**src/rtl/onehot_step_sequencer_pkg.sv**
```systemverilog
// Shared definitions for the SAP control-section step sequencer.
//   SEL_W_DEF / N_OUT_DEF : default index width and output count
//   step_t                : step index type for the default 4-bit width
//   T1..T6                : T-state indices as seen on the one-hot strobes
//   SAP_LAST_STEP         : SAP instruction cycle is six T-states (T1..T6)
package onehot_step_sequencer_pkg;

  localparam int SEL_W_DEF = 4;
  localparam int N_OUT_DEF = 1 << SEL_W_DEF;

  typedef logic [SEL_W_DEF-1:0] step_t;

  localparam step_t T1 = step_t'(0);
  localparam step_t T2 = step_t'(1);
  localparam step_t T3 = step_t'(2);
  localparam step_t T4 = step_t'(3);
  localparam step_t T5 = step_t'(4);
  localparam step_t T6 = step_t'(5);

  localparam step_t SAP_LAST_STEP = T6;

endpackage

```
**src/rtl/onehot_step_sequencer_onehot_encode.sv**
```systemverilog
// Combinational binary -> one-hot decoder.
//   sel    : binary index, SEL_W bits
//   onehot : N_OUT bits, bit sel set; all-zero when sel >= N_OUT
module onehot_encode #(
  parameter int SEL_W = 4,
  parameter int N_OUT = 1 << SEL_W
) (
  input  logic [SEL_W-1:0] sel,
  output logic [N_OUT-1:0] onehot
);

  always_comb begin
    onehot = '0;
    for (int i = 0; i < N_OUT; i++) begin
      if (sel == SEL_W'(i)) onehot[i] = 1'b1;
    end
  end

endmodule

```
**src/rtl/onehot_step_sequencer.sv**
```systemverilog
// Registered one-hot step sequencer (T-state generator).
//   clk, rst   : clock, synchronous active-high reset
//   en         : advance one step
//   load       : jump to load_sel (flags load_err if out of range)
//   load_sel   : load target
//   restart    : return to step 0 early, pulsing wrap
//   step       : current binary step
//   out        : registered one-hot of step
//   wrap       : one-cycle pulse after a wrap-to-0 or restart
//   load_err   : sticky out-of-range load flag, cleared by rst
// Priority: rst > load > restart > en > hold.
module onehot_step_sequencer
  import onehot_step_sequencer_pkg::*;
#(
  parameter int SEL_W     = SEL_W_DEF,
  parameter int N_OUT     = 1 << SEL_W,
  parameter int LAST_STEP = N_OUT - 1
) (
  input  logic             clk,
  input  logic             rst,
  input  logic             en,
  input  logic             load,
  input  logic [SEL_W-1:0] load_sel,
  input  logic             restart,
  output logic [SEL_W-1:0] step,
  output logic [N_OUT-1:0] out,
  output logic             wrap,
  output logic             load_err
);

  // One extra bit so N_OUT == 2^SEL_W is representable.
  localparam logic [SEL_W:0] N_OUT_W = (SEL_W+1)'(N_OUT);
  localparam logic [SEL_W:0] LAST_W  = (SEL_W+1)'(LAST_STEP);
  localparam logic [SEL_W:0] TOP_W   = (SEL_W+1)'(N_OUT - 1);
  localparam logic [N_OUT-1:0] OUT_RST = N_OUT'(1);

  logic [SEL_W-1:0] step_nxt;
  logic [N_OUT-1:0] out_nxt;
  logic             wrap_nxt;
  logic             err_nxt;
  logic             sel_ok;
  logic             at_end;

  assign sel_ok = {1'b0, load_sel} < N_OUT_W;
  // Wrap at LAST_STEP, or at the top output for steps loaded above LAST_STEP.
  assign at_end = ({1'b0, step} == LAST_W) || ({1'b0, step} == TOP_W);

  always_comb begin
    step_nxt = step;
    wrap_nxt = 1'b0;
    err_nxt  = load_err;
    if (load) begin
      if (sel_ok) step_nxt = load_sel;
      else        err_nxt  = 1'b1;
    end else if (restart) begin
      step_nxt = '0;
      wrap_nxt = 1'b1;
    end else if (en) begin
      if (at_end) begin
        step_nxt = '0;
        wrap_nxt = 1'b1;
      end else begin
        step_nxt = step + SEL_W'(1);
      end
    end
  end

  // out is registered from the decoded next step, never decoded from step.
  onehot_encode #(
    .SEL_W (SEL_W),
    .N_OUT (N_OUT)
  ) u_enc (
    .sel    (step_nxt),
    .onehot (out_nxt)
  );

  always_ff @(posedge clk) begin
    if (rst) begin
      step     <= '0;
      out      <= OUT_RST;
      wrap     <= 1'b0;
      load_err <= 1'b0;
    end else begin
      step     <= step_nxt;
      out      <= out_nxt;
      wrap     <= wrap_nxt;
      load_err <= err_nxt;
    end
  end

endmodule

```
**config.mk**
```make
export PLATFORM = sky130hd
export DESIGN_NAME = onehot_step_sequencer
export DESIGN_NICKNAME = d
export VERILOG_FILES = /design/src/rtl/onehot_step_sequencer_pkg.sv /design/src/rtl/onehot_step_sequencer_onehot_encode.sv /design/src/rtl/onehot_step_sequencer.sv
export SDC_FILE = /design/constraint.sdc
export NUM_CORES = 1
export LEC_CHECK = 0
export ABC_AREA = 1
export BUFFER_PORTS_ARGS = -buffer_cell sky130_fd_sc_hd__buf_2
export CAP_MARGIN = 20
export CELL_PAD_IN_SITES_DETAIL_PLACEMENT = 1
export CELL_PAD_IN_SITES_GLOBAL_PLACEMENT = 1
export CORE_ASPECT_RATIO = 0.8
export CORE_MARGIN = 4
export CORE_UTILIZATION = 29
export DETAILED_ROUTE_END_ITERATION = 7
export GPL_TIMING_DRIVEN = 0
export PLACE_DENSITY = 0.74
export SYNTH_ARGS = -nofsm -noshare
export SYNTH_HDL_FRONTEND = slang
export SYNTH_HIERARCHICAL = 1
export SYNTH_SLANG_ARGS = --single-unit
```
**constraint.sdc**
```tcl
create_clock -name clk -period 1.5 [get_ports clk]
set_clock_uncertainty 0.1 [all_clocks]
set_input_delay 0.15 -clock clk [delete_from_list [all_inputs] [get_ports clk]]
set_output_delay 0.15 -clock clk [all_outputs]
set_load 0.01 [all_outputs]
```
==> results.yml <==
outcome:
  result_of_the_run: "finished with violations"
  failed_checks: "setup timing"
cells_and_area:
  fin_cells: 193
  layout_commonest_cell: "buf_2"
  post_route_cells_drive_above_1_share_pct: 53.55
  syn_to_final_growth_pct: 52.16
  n_antenna_cell: 0
  final_net_count: 166
  layout.cells.most_common_list: "30 x buf_2, 19 x nor2_1, 18 x dfxtp_1, 17 x inv_1, 13 x nor2_2"
grt:
  grt_pass1_vias: 837
  grt_pass1_wl_um: 3546
  grt_max_degree: 12
  grt_use_total_pct: 12.10
  grt.overflow.total: 0
  grt_antenna_before_repair: 0
detailed_routing:
  routed_wirelength_um: 2307
  detail_route.vias_per_cell: 4.130
  num_vias: 797
  drt_iter0_drc: 12
  ant_nets: 0
  route.detailed.drc: 0
  route.detailed.wl_per_inst_um: 11.95
  drtPass1Iterations: 3
clock_network:
  cts_max_level: 1
  total_clock_buffers_created_by_cts: 3
  clk_path_buf_depth: 2
  clkSlewWorstSetupHoldPaths_ns: 0.11
  clock_latency_at_the_later_pin_of_the_worst_skew_pair_ns: 0.31
  cts_root_buffer: "clkbuf_4"
  clock-sinks: 21
  clock_tree_from_tritoncts: "done"
place:
  dp_cells: 183
  finalWeightedCongestion: 0.7574
  place_worst_setup_slack_ns: -0.1368
  buffer_ports.inserted: 29
  dp_hpwl_um: 1580
logic_synthesis:
  post_synth_instance_area_um2: 839.6
  postSynthAreaPerCell_um2: 7.238
  synth.lib_cells_used.distinct: 20
  mappedNetlistNets: 126
  seq_area_frac_synth_pct: 50.07
  number_of_synthesis_warnings: 6
  synth_cells: 116
  number_of_synthesized_register_bits: 21
setup_path:
  arrival_ns: 1.68
  crit_path_start_kind: "register"
  critical_path_peak_fanout: 4
  cp_slowest_stage_delay_ns: 0.38
  timing.critical_path.to_type: "register"
  timing.critical_path.required_ns: 1.60
  path_class: "register to register"
  cpMaxStageDelayCell: "dfxtp_4"
  worstPathCellList: "ha_4, nand3_4, nor2_4, o21ai_4, inv_2, nand2_4, nor2_2, or2_4"
timing:
  period_needed_ns: 1.583
  max_freq_mhz: 631.6
  setup_violations: 13
  final.period_utilization_pct: 105.6
  hold_violations: 0
  unrepaired_setup_endpoints_after_global_routing: "true"
  minimum_setup_slack_in_the_final_design_ns: -0.08335
  final_max_slew_viol_count: 0
  fin_setup_tns_ns: -0.4094
die:
  die_height_um: 56.13
  std_cell_rows: 17
  die_width_um: 68.16
  initial_core_util_pct: 30.36
  placeable_core_area_mm2: 0.002765
  design.portCount: 31
  die_area_mm2: 0.003825
pwr:
  post-layout-total-power_uw: 1050
  max-vdd-ir-drop_mv: 0.4636
  power.density_mw_per_mm2: 821.9
  power.static_leakage_uw: 0.0005715
worst_hold_path:
  timing.hold.worst.class: "input port to register"
flow_run:
  max_cap_viol_count: 0
## layer usage
layer | GRT usage [%] | part of all wire [%] | up-vias
li1 | - | - | 417
met1 | 13.99 | 42 | 363
met2 | 20.60 | 52 | 15
met3 | 3.636 | 3.9 | 2
met4 | 4.249 | 1.7 | 0
met5 | 0 | 0 | -
## flip-flops by register name, indices dropped and copies added, names as in the netlist
| name | flops |
|---|---|
| wrap | 1 |
| step | 4 |
| out | 16 |
## kinds of logic after synthesis
| logic type | share of synthesized area [%] |
|---|---|
| other | 0.4467 |
| AND/OR/NAND/NOR | 30.55 |
| adder cells (fa/ha/maj) | 1.490 |
| buffers and inverters | 11.33 |
| AO/OA/AOI/OAI | 6.109 |
| flip-flops | 50.07 |
## through the flow
step | area, um2 | hold slack [ns] | util (%)
floorplan | 869.6 | 0.1053 | -
global placement | 1062 | 0.2527 | 38.42
detailed placement | 1062 | 0.2530 | 38.42
CTS | 1171 | 0.003037 | 42.35
global route | 1277 | 0.02304 | 46.20
finish | 1277 | 0.02770 | 46.20
## synthesized netlist by cell type
cell type,count,area share (%)
nor2_4,1,1.3
or2_2,2,1.5
dfxtp_1,21,50
nand3b_1,1,0.89
o21a_1,1,0.89
buf_4,1,0.89
o21ai_2,1,1.0
clkbuf_1,1,0.45
a21oi_1,5,3.0
inv_1,21,9.4
nor2_1,34,15
ha_1,1,1.5
conb_1,1,0.45
nor3_1,1,0.60
nand3_1,3,1.8
buf_2,1,0.60
nand2_1,17,7.6
o21ai_0,1,0.60
nor2b_4,1,1.6
o21ai_1,1,0.60
## cell type report
type | instances | area (um2)
well taps | 38 | 47.55
inverters | 21 | 81.33
flip-flops and latches | 21 | 429.2
clock buffers | 4 | 26.28
repair buffers | 35 | 196.4
plain buffers | 3 | 16.27
multi-input cells | 71 | 480.5
fillers | 351 | 1488
## critical path, delay by kind of cell (launching register included)
| family | cells | cell delay, ns |
|---|---|---|
| buffers and inverters | 1 | 0.10 |
| AO/OA/AOI/OAI | 1 | 0.24 |
| flip-flops | 1 | 0.38 |
| adder cells (fa/ha/maj) | 1 | 0.17 |
| AND/OR/NAND/NOR | 5 | 0.48 |
## worst paths after layout
check	startpoint	to	slack [ns]	cells after the start
worst max-delay path	step[0]	out[0]	-0.08	8
worst min-delay path	load_sel[1]	step[1]	0.03	3
worst max register to register	step[0]	out[0]	-0.08	8
worst min register to register	step[3]	step[3]	0.56	3
## power breakdown
part	total, uW	switching, uW	internal (uW)
clock	268	164	104
combinational	198	120	77.8
sequential	584	10.6	574
total	1050	295	755
## timing repair
action                                  CTS  global route
endpoints found under the setup margin   16            16
pin swaps                                 9             6
resized for setup                        18            29
buffers inserted                          2             3
hold endpoints to repair                  1             0
hold buffers                              1             0
No activity file was read; power rests on OpenSTA's default activity.
